`src/rtl/mest_pro_run_ctrl_if.sv`:
```
// Control/result bundle between the run sequencer (master) and one mest_pro core (slave).
// The sequencer is the only driver of the core's reset, memory-reset and start pins.
interface mest_pro_run_ctrl_if #(
  parameter int RESULT_WIDTH = 8
);
  logic                    core_reset_n;
  logic                    memory_reset;
  logic                    start;
  logic [RESULT_WIDTH-1:0] result;
  logic                    valid_result;
  logic                    carry;
  logic                    zero_flag;
  logic                    all_done;

  modport master (
    output core_reset_n, memory_reset, start,
    input  result, valid_result, carry, zero_flag, all_done
  );

  modport slave (
    input  core_reset_n, memory_reset, start,
    output result, valid_result, carry, zero_flag, all_done
  );
endinterface

```
`src/rtl/mest_pro_run_ctrl.sv`:
```
// Run sequencer for one mest_pro core: clear, start strobe, supervised run with watchdog,
// and per-run result statistics. All outputs come straight from flops.
module mest_pro_run_ctrl #(
  parameter int RESULT_WIDTH   = 8,
  parameter int MEM_RST_CYCLES = 4,
  parameter int TIMEOUT_CYCLES = 1024,
  parameter int CNT_WIDTH      = 16
) (
  input  logic                    clk,
  input  logic                    i_reset,
  mest_pro_run_ctrl_if.master     core,
  input  logic                    i_go,
  input  logic                    i_abort,
  output logic                    o_busy,
  output logic                    o_done,
  output logic                    o_timeout,
  output logic [CNT_WIDTH-1:0]    o_result_count,
  output logic [RESULT_WIDTH-1:0] o_last_result,
  output logic [RESULT_WIDTH-1:0] o_checksum,
  output logic                    o_carry_seen,
  output logic                    o_zero_seen,
  output logic [CNT_WIDTH-1:0]    o_cycles
);

  typedef enum logic [2:0] {
    S_IDLE  = 3'd0,
    S_CLR   = 3'd1,
    S_START = 3'd2,
    S_RUN   = 3'd3,
    S_DONE  = 3'd4
  } state_e;

  localparam int                    CLR_W    = (MEM_RST_CYCLES > 1) ? $clog2(MEM_RST_CYCLES) : 1;
  localparam logic [CLR_W-1:0]      CLR_LAST = CLR_W'(MEM_RST_CYCLES - 1);
  localparam logic [CLR_W-1:0]      CLR_ZERO = {CLR_W{1'b0}};
  localparam logic [CNT_WIDTH-1:0]  CNT_ZERO = {CNT_WIDTH{1'b0}};
  localparam logic [CNT_WIDTH-1:0]  CNT_ONE  = {{(CNT_WIDTH-1){1'b0}}, 1'b1};
  localparam logic [CNT_WIDTH-1:0]  CNT_MAX  = {CNT_WIDTH{1'b1}};
  localparam logic [CNT_WIDTH-1:0]  TMO_CNT  = CNT_WIDTH'(TIMEOUT_CYCLES);
  localparam logic [RESULT_WIDTH-1:0] RES_ZERO = {RESULT_WIDTH{1'b0}};

  function automatic logic [CNT_WIDTH-1:0] sat_inc(input logic [CNT_WIDTH-1:0] v);
    return (v == CNT_MAX) ? v : (v + CNT_ONE);
  endfunction

  state_e                  state_q, state_d;
  logic [CLR_W-1:0]        clr_cnt_q, clr_cnt_d;
  logic                    core_reset_n_q, core_reset_n_d;
  logic                    memory_reset_q, memory_reset_d;
  logic                    start_q, start_d;
  logic                    busy_q, busy_d;
  logic                    done_q, done_d;
  logic                    timeout_q, timeout_d;
  logic [CNT_WIDTH-1:0]    result_count_q, result_count_d;
  logic [RESULT_WIDTH-1:0] last_result_q, last_result_d;
  logic [RESULT_WIDTH-1:0] checksum_q, checksum_d;
  logic                    carry_seen_q, carry_seen_d;
  logic                    zero_seen_q, zero_seen_d;
  logic [CNT_WIDTH-1:0]    cycles_q, cycles_d;
  logic [CNT_WIDTH-1:0]    cycles_inc_s;

  // Next-state, statistics and output decode; control pins follow the next state so they are registered.
  always_comb begin
    state_d        = state_q;
    clr_cnt_d      = clr_cnt_q;
    timeout_d      = timeout_q;
    result_count_d = result_count_q;
    last_result_d  = last_result_q;
    checksum_d     = checksum_q;
    carry_seen_d   = carry_seen_q;
    zero_seen_d    = zero_seen_q;
    cycles_d       = cycles_q;
    cycles_inc_s   = sat_inc(cycles_q);

    case (state_q)
      S_IDLE: begin
        if (i_go) begin
          state_d        = S_CLR;
          clr_cnt_d      = CLR_ZERO;
          timeout_d      = 1'b0;
          result_count_d = CNT_ZERO;
          last_result_d  = RES_ZERO;
          checksum_d     = RES_ZERO;
          carry_seen_d   = 1'b0;
          zero_seen_d    = 1'b0;
          cycles_d       = CNT_ZERO;
        end else begin
          state_d = S_IDLE;
        end
      end
      S_CLR: begin
        if (i_abort) begin
          state_d = S_IDLE;
        end else if (clr_cnt_q == CLR_LAST) begin
          state_d = S_START;
        end else begin
          clr_cnt_d = clr_cnt_q + {{(CLR_W-1){1'b0}}, 1'b1};
        end
      end
      S_START: begin
        if (i_abort) begin
          state_d = S_IDLE;
        end else begin
          state_d = S_RUN;
        end
      end
      S_RUN: begin
        // Abort freezes the statistics, so nothing from this cycle is accumulated.
        if (i_abort) begin
          state_d = S_IDLE;
        end else begin
          cycles_d = cycles_inc_s;
          if (core.valid_result) begin
            result_count_d = sat_inc(result_count_q);
            last_result_d  = core.result;
            checksum_d     = checksum_q + core.result;
            carry_seen_d   = carry_seen_q | core.carry;
            zero_seen_d    = zero_seen_q | core.zero_flag;
          end else begin
            result_count_d = result_count_q;
          end
          if (core.all_done) begin
            state_d = S_DONE;
          end else if (cycles_inc_s >= TMO_CNT) begin
            state_d   = S_DONE;
            timeout_d = 1'b1;
          end else begin
            state_d = S_RUN;
          end
        end
      end
      S_DONE: begin
        state_d = S_IDLE;
      end
      default: begin
        state_d = S_IDLE;
      end
    endcase

    busy_d         = (state_d != S_IDLE);
    core_reset_n_d = (state_d != S_CLR);
    memory_reset_d = (state_d == S_CLR);
    start_d        = (state_d == S_START);
    done_d         = (state_d == S_DONE);
  end

  // State and every output flop, with synchronous reset holding the core in reset.
  always_ff @(posedge clk) begin
    if (i_reset) begin
      state_q        <= S_IDLE;
      clr_cnt_q      <= CLR_ZERO;
      core_reset_n_q <= 1'b0;
      memory_reset_q <= 1'b0;
      start_q        <= 1'b0;
      busy_q         <= 1'b0;
      done_q         <= 1'b0;
      timeout_q      <= 1'b0;
      result_count_q <= CNT_ZERO;
      last_result_q  <= RES_ZERO;
      checksum_q     <= RES_ZERO;
      carry_seen_q   <= 1'b0;
      zero_seen_q    <= 1'b0;
      cycles_q       <= CNT_ZERO;
    end else begin
      state_q        <= state_d;
      clr_cnt_q      <= clr_cnt_d;
      core_reset_n_q <= core_reset_n_d;
      memory_reset_q <= memory_reset_d;
      start_q        <= start_d;
      busy_q         <= busy_d;
      done_q         <= done_d;
      timeout_q      <= timeout_d;
      result_count_q <= result_count_d;
      last_result_q  <= last_result_d;
      checksum_q     <= checksum_d;
      carry_seen_q   <= carry_seen_d;
      zero_seen_q    <= zero_seen_d;
      cycles_q       <= cycles_d;
    end
  end

  assign core.core_reset_n = core_reset_n_q;
  assign core.memory_reset = memory_reset_q;
  assign core.start        = start_q;
  assign o_busy            = busy_q;
  assign o_done            = done_q;
  assign o_timeout         = timeout_q;
  assign o_result_count    = result_count_q;
  assign o_last_result     = last_result_q;
  assign o_checksum        = checksum_q;
  assign o_carry_seen      = carry_seen_q;
  assign o_zero_seen       = zero_seen_q;
  assign o_cycles          = cycles_q;

endmodule
```
`src/flat_wrapper.sv`:
```
// flat-port wrapper written by rule: the top's interface ports become plain ports
module mest_pro_run_ctrl_flat 
#(
  parameter int RESULT_WIDTH   = 8,
  parameter int MEM_RST_CYCLES = 4,
  parameter int TIMEOUT_CYCLES = 1024,
  parameter int CNT_WIDTH      = 16
)
  (clk, i_reset, i_go, i_abort, o_busy, o_done, o_timeout, o_result_count, o_last_result, o_checksum, o_carry_seen, o_zero_seen, o_cycles, core_core_reset_n, core_memory_reset, core_start, core_result, core_valid_result, core_carry, core_zero_flag, core_all_done);
  mest_pro_run_ctrl_if #(.RESULT_WIDTH(RESULT_WIDTH)) core_i ();
  input  logic clk;
  input  logic i_reset;
  input  logic i_go;
  input  logic i_abort;
  output logic o_busy;
  output logic o_done;
  output logic o_timeout;
  output logic [CNT_WIDTH-1:0] o_result_count;
  output logic [RESULT_WIDTH-1:0] o_last_result;
  output logic [RESULT_WIDTH-1:0] o_checksum;
  output logic o_carry_seen;
  output logic o_zero_seen;
  output logic [CNT_WIDTH-1:0] o_cycles;
  output wire logic [$bits(core_i.core_reset_n)-1:0] core_core_reset_n;
  output wire logic [$bits(core_i.memory_reset)-1:0] core_memory_reset;
  output wire logic [$bits(core_i.start)-1:0] core_start;
  input wire logic [$bits(core_i.result)-1:0] core_result;
  input wire logic [$bits(core_i.valid_result)-1:0] core_valid_result;
  input wire logic [$bits(core_i.carry)-1:0] core_carry;
  input wire logic [$bits(core_i.zero_flag)-1:0] core_zero_flag;
  input wire logic [$bits(core_i.all_done)-1:0] core_all_done;
  assign core_core_reset_n = core_i.core_reset_n;
  assign core_memory_reset = core_i.memory_reset;
  assign core_start = core_i.start;
  assign core_i.result = core_result;
  assign core_i.valid_result = core_valid_result;
  assign core_i.carry = core_carry;
  assign core_i.zero_flag = core_zero_flag;
  assign core_i.all_done = core_all_done;
  mest_pro_run_ctrl #(.RESULT_WIDTH(RESULT_WIDTH), .MEM_RST_CYCLES(MEM_RST_CYCLES), .TIMEOUT_CYCLES(TIMEOUT_CYCLES), .CNT_WIDTH(CNT_WIDTH)) u_core (.clk(clk), .i_reset(i_reset), .core(core_i), .i_go(i_go), .i_abort(i_abort), .o_busy(o_busy), .o_done(o_done), .o_timeout(o_timeout), .o_result_count(o_result_count), .o_last_result(o_last_result), .o_checksum(o_checksum), .o_carry_seen(o_carry_seen), .o_zero_seen(o_zero_seen), .o_cycles(o_cycles));
endmodule
```
`config.mk`:
```
export PLATFORM = sky130hd
export DESIGN_NAME = mest_pro_run_ctrl_flat
export DESIGN_NICKNAME = d
export VERILOG_FILES = /design/src/rtl/mest_pro_run_ctrl_if.sv /design/src/rtl/mest_pro_run_ctrl.sv /design/src/flat_wrapper.sv
export SDC_FILE = /design/constraint.sdc
export NUM_CORES = 1
export LEC_CHECK = 0
export ABC_AREA = 1
export CAP_MARGIN = 20
export CORE_ASPECT_RATIO = 0.6
export CORE_MARGIN = 1.5
export CORE_UTILIZATION = 30
export CTS_BUF_LIST = sky130_fd_sc_hd__clkbuf_16
export DETAILED_ROUTE_END_ITERATION = 10
export SLEW_MARGIN = 20
export SYNTH_ARGS = -nofsm -noshare
export SYNTH_HDL_FRONTEND = slang
export SYNTH_SLANG_ARGS = --single-unit
export TNS_END_PERCENT = 10
```
`constraint.sdc`:
```
create_clock -name clk -period 1.6 [get_ports clk]
set_input_delay 0.16 -clock clk [delete_from_list [all_inputs] [get_ports clk]]
set_output_delay 0.16 -clock clk [all_outputs]
set_load 0.02 [all_outputs]
```
==> impl_metrics.ini <==
[global_route]
met1_usage_pct = 24.5
grt_pass1_vias = 3375
grt_util_met3_pct = 5.68
top_usage_layer = met2
grt-ovfl-total = 0
antenna_found_initial = 0
grtUsageMet2_pct = 28.7
grt_pass1_wl_um = 15800
grt_max_degree = 18
grtUsageTotal_pct = 18.4

[floorplan]
die_y_um = 82.0
start_util_pct = 31.3
die-area_um2 = 11100
num_rows = 28
io_pins = 72
die_w_um = 135
coreArea_um2 = 9980

[routing]
drc_errors = 0
wl_um = 9750
drt_pass1_iterations = 4
routedWlPerCell_um = 12.9
viasPerCell = 4.60
drt_iter0_drc = 243
postRouteAntennaNets = 0
vias = 3484

[yosys]
yosys.area_share.simple_pct = 32.6
synth_area_leader_cell = dfxtp_1
avgSynthCellArea_um2 = 6.99
synth_xor_area_share_pct = 1.68
yosys-top-cells-area = dfxtp_1, nand2_1, a21oi_1, inv_1, nand3_1
synth_top_area_share_pct = 39.1
ys.flop_type = dfxtp_1
synth_fa_ha_area_share_pct = 4.65
ys_seq_elements = 61
seq_area_frac_synth_pct = 39.1
synth_edf_count = 0
synth_compound_area_share_pct = 13.6
synth.top_cells.by_count = nand2_1, dfxtp_1, inv_1
ys_types = 35
async_reset_ff_share_pct = 0
syn_nets = 474
yosysWarnings = 0
synthMuxAreaShare_pct = 0
synth_top_family_by_area = simple AND/OR/NAND/NOR gates
synth.most_common_cell = nand2_1
syn_inst = 447
netlist_area_um2 = 3120

[place]
hpwl_um = 7150
portBuffers = 71
placed_area_um2 = 4770
gp_congestion = 0.871

[sta]
rsz0062_at_grt = true
setup_viol = 22
finClkSkew_ps = 5.76
slew_violations = 0
max_freq_mhz = 573
layout_setup_ws_ps = -145
post-route-period-util_pct = 109
finalHoldViolations = 0
layout_min_cycle_time_ps = 1740
slew_headroom_pct = 71.8
worst_pin_slew_ps = 418

[power_and_ir_drop]
p_leak_nw = 2.51
power_frac_seq_pct = 41.5
clkPwrFrac_pct = 50.4
power_switching_mw = 0.863
p_sw_share_pct = 23.3
p_int_mw = 2.85
ir_drop_mv = 0.558
power_per_cell_area_nw_per_um2 = 690
share_comb_of_total_power_pct = 8.1

[cells_and_area]
drive_gt1_share_pct = 33.5
final_cell_area_um2 = 5380
finish.utilization_pct = 53.9
antenna_cells = 0
fillCellCount = 933
layout.nets = 646
area_growth_pct = 72.3

[clock_tree]
clk-insertion-delay-late_ps = 330
root_buffer = clkbuf_16
path_clk_slew_ps = 50
tritoncts = yes
cts_buffers = 9
clockBufferDepth = 2
cts_sinks = 61
ctsHoldBuffers = 0
h-tree-depth = 3

[critical_path]
path_buf_inv = 1
path_cells = ha_4, nand2_4, nor2_4, buf_4, nand3_1, nand2_1, nand3_2, nor2_4, nand4_1, nand2_1, nand2_2, nand3_2, nand2_1, nand2_1
crit_top_cell = nand2_1
start_kind = flop
end_kind = flop
crit_slowest_cell = dfxtp_4
worstPathRequired_ps = 1870
reg2reg_slack_ps = -140
crit_type = flop to flop
cpLargestDelayFamily = simple AND/OR/NAND/NOR gates
max_stage_delay_ps = 360
cp.arrival_ps = 2020
cp_max_fo = 4

[min_path]
hold_path_class = input port to flop

[job]
max_cap_viol_count = 0

[outcome]
outcome = complete, but fails checks
violations = setup timing
registers in the layout (all words and copies together) (netlist names):
signal	cells
u_core.core.memory_reset	1
u_core.state_q	3
u_core.o_result_count	16
u_core.o_last_result	8
u_core.o_done	1
u_core.o_busy	1
u_core.o_checksum	8
u_core.core.core_reset_n	1
u_core.o_cycles	16
u_core.clr_cnt_q	2
u_core.o_zero_seen	1
u_core.o_timeout	1
u_core.core.start	1
u_core.o_carry_seen	1
worst reg2reg max path, stage by stage, from the launching register on:
cell	delay, ps
dfxtp_4	360
ha_4	150
nand2_4	50
nor2_4	150
buf_4	140
nand3_1	80
nand2_1	90
nand3_2	110
nor2_4	120
nand4_1	120
nand2_1	90
nand2_2	60
nand3_2	70
nand2_1	50
nand2_1	50
placed cells by master, fill, tap and decap left out, drive strengths merged, types with 4 or more instances in the layout:
master,count
buf,103
a31oi,4
xor2,4
ha,10
dfxtp,61
a21oi,47
dlymetal6s2s,13
dlygate4sd2,4
nor2,38
nand4,9
o21ai,18
inv,63
nand2,122
or2,4
clkbuf,9
clkdlybuf4s50,49
nor3,16
nand3,30
layer usage:
metal	part of all wire [%]	up-vias
li1	-	1807
met1	49	1589
met2	44	78
met3	5.1	10
met4	1.1	0
met5	0	-
metrics by stage:
stage | power [mW] | instances | worst slack [ps] | TNS [ps] | hold slack (ps)
global route | 3.86 | 758 | -289 | -5220 | 199
CTS | 3.74 | 758 | -160 | -1680 | 377
global placement | 1.84 | 739 | -388 | -8430 | 437
floorplan | 1.70 | 447 | -95.1 | -583 | 303
finish | 3.71 | 758 | -145 | -1580 | 178
detailed placement | 1.84 | 739 | -512 | -10190 | 445
timing repair:
| item | CTS | global route |
|---|---|---|
| gates resized for setup | 50 | 52 |
| buffers inserted | 4 | 0 |
| endpoints found under the hold margin | 0 | 0 |
| pin swaps | 14 | 15 |
| endpoints found under the setup margin | 57 | 62 |
cell families (layout without fill, tap and decap cells):
logic type	Yosys count	count (layout)
simple gates	224	224
flops	61	61
fa+ha+maj	11	11
buf+inv	68	244
compound gates	77	77
xor+xnor	6	6
worst paths after layout:
path | start | to | depth (start not counted)
worst max-delay path | u_core.o_cycles[0]$_SDFFE_PP0P_ | u_core.o_busy$_SDFF_PP0_ | 14
worst min-delay path | core_result[2] | u_core.o_last_result[2]$_SDFFE_PP0P_ | 3
worst max register to register | u_core.o_cycles[0]$_SDFFE_PP0P_ | u_core.o_busy$_SDFF_PP0_ | 14
worst min register to register | u_core.o_zero_seen$_SDFFE_PP0P_ | u_core.o_zero_seen$_SDFFE_PP0P_ | 2
final cells by class:
type	count	area (um2)	share of cell area (%)
inverters	60	228	4.23
multi-input cells	318	1960	36.5
clock buffers	9	225	4.19
repair buffers	169	1490	27.6
well taps	135	169	3.14
clock inverters	6	56.3	1.05
flip-flops and latches	61	1250	23.3
power by group through the flow:
stage	clock network, mW	registers (mW)	logic [mW]
3_5_place_dp	0	1.57	0.272
2_1_floorplan	0	1.58	0.118
5_1_grt	1.99	1.54	0.329
6_report	1.87	1.54	0.302
4_1_cts	1.91	1.54	0.292
3_3_place_gp	0	1.57	0.270
Note: power is estimated with default switching activity, not from simulation.
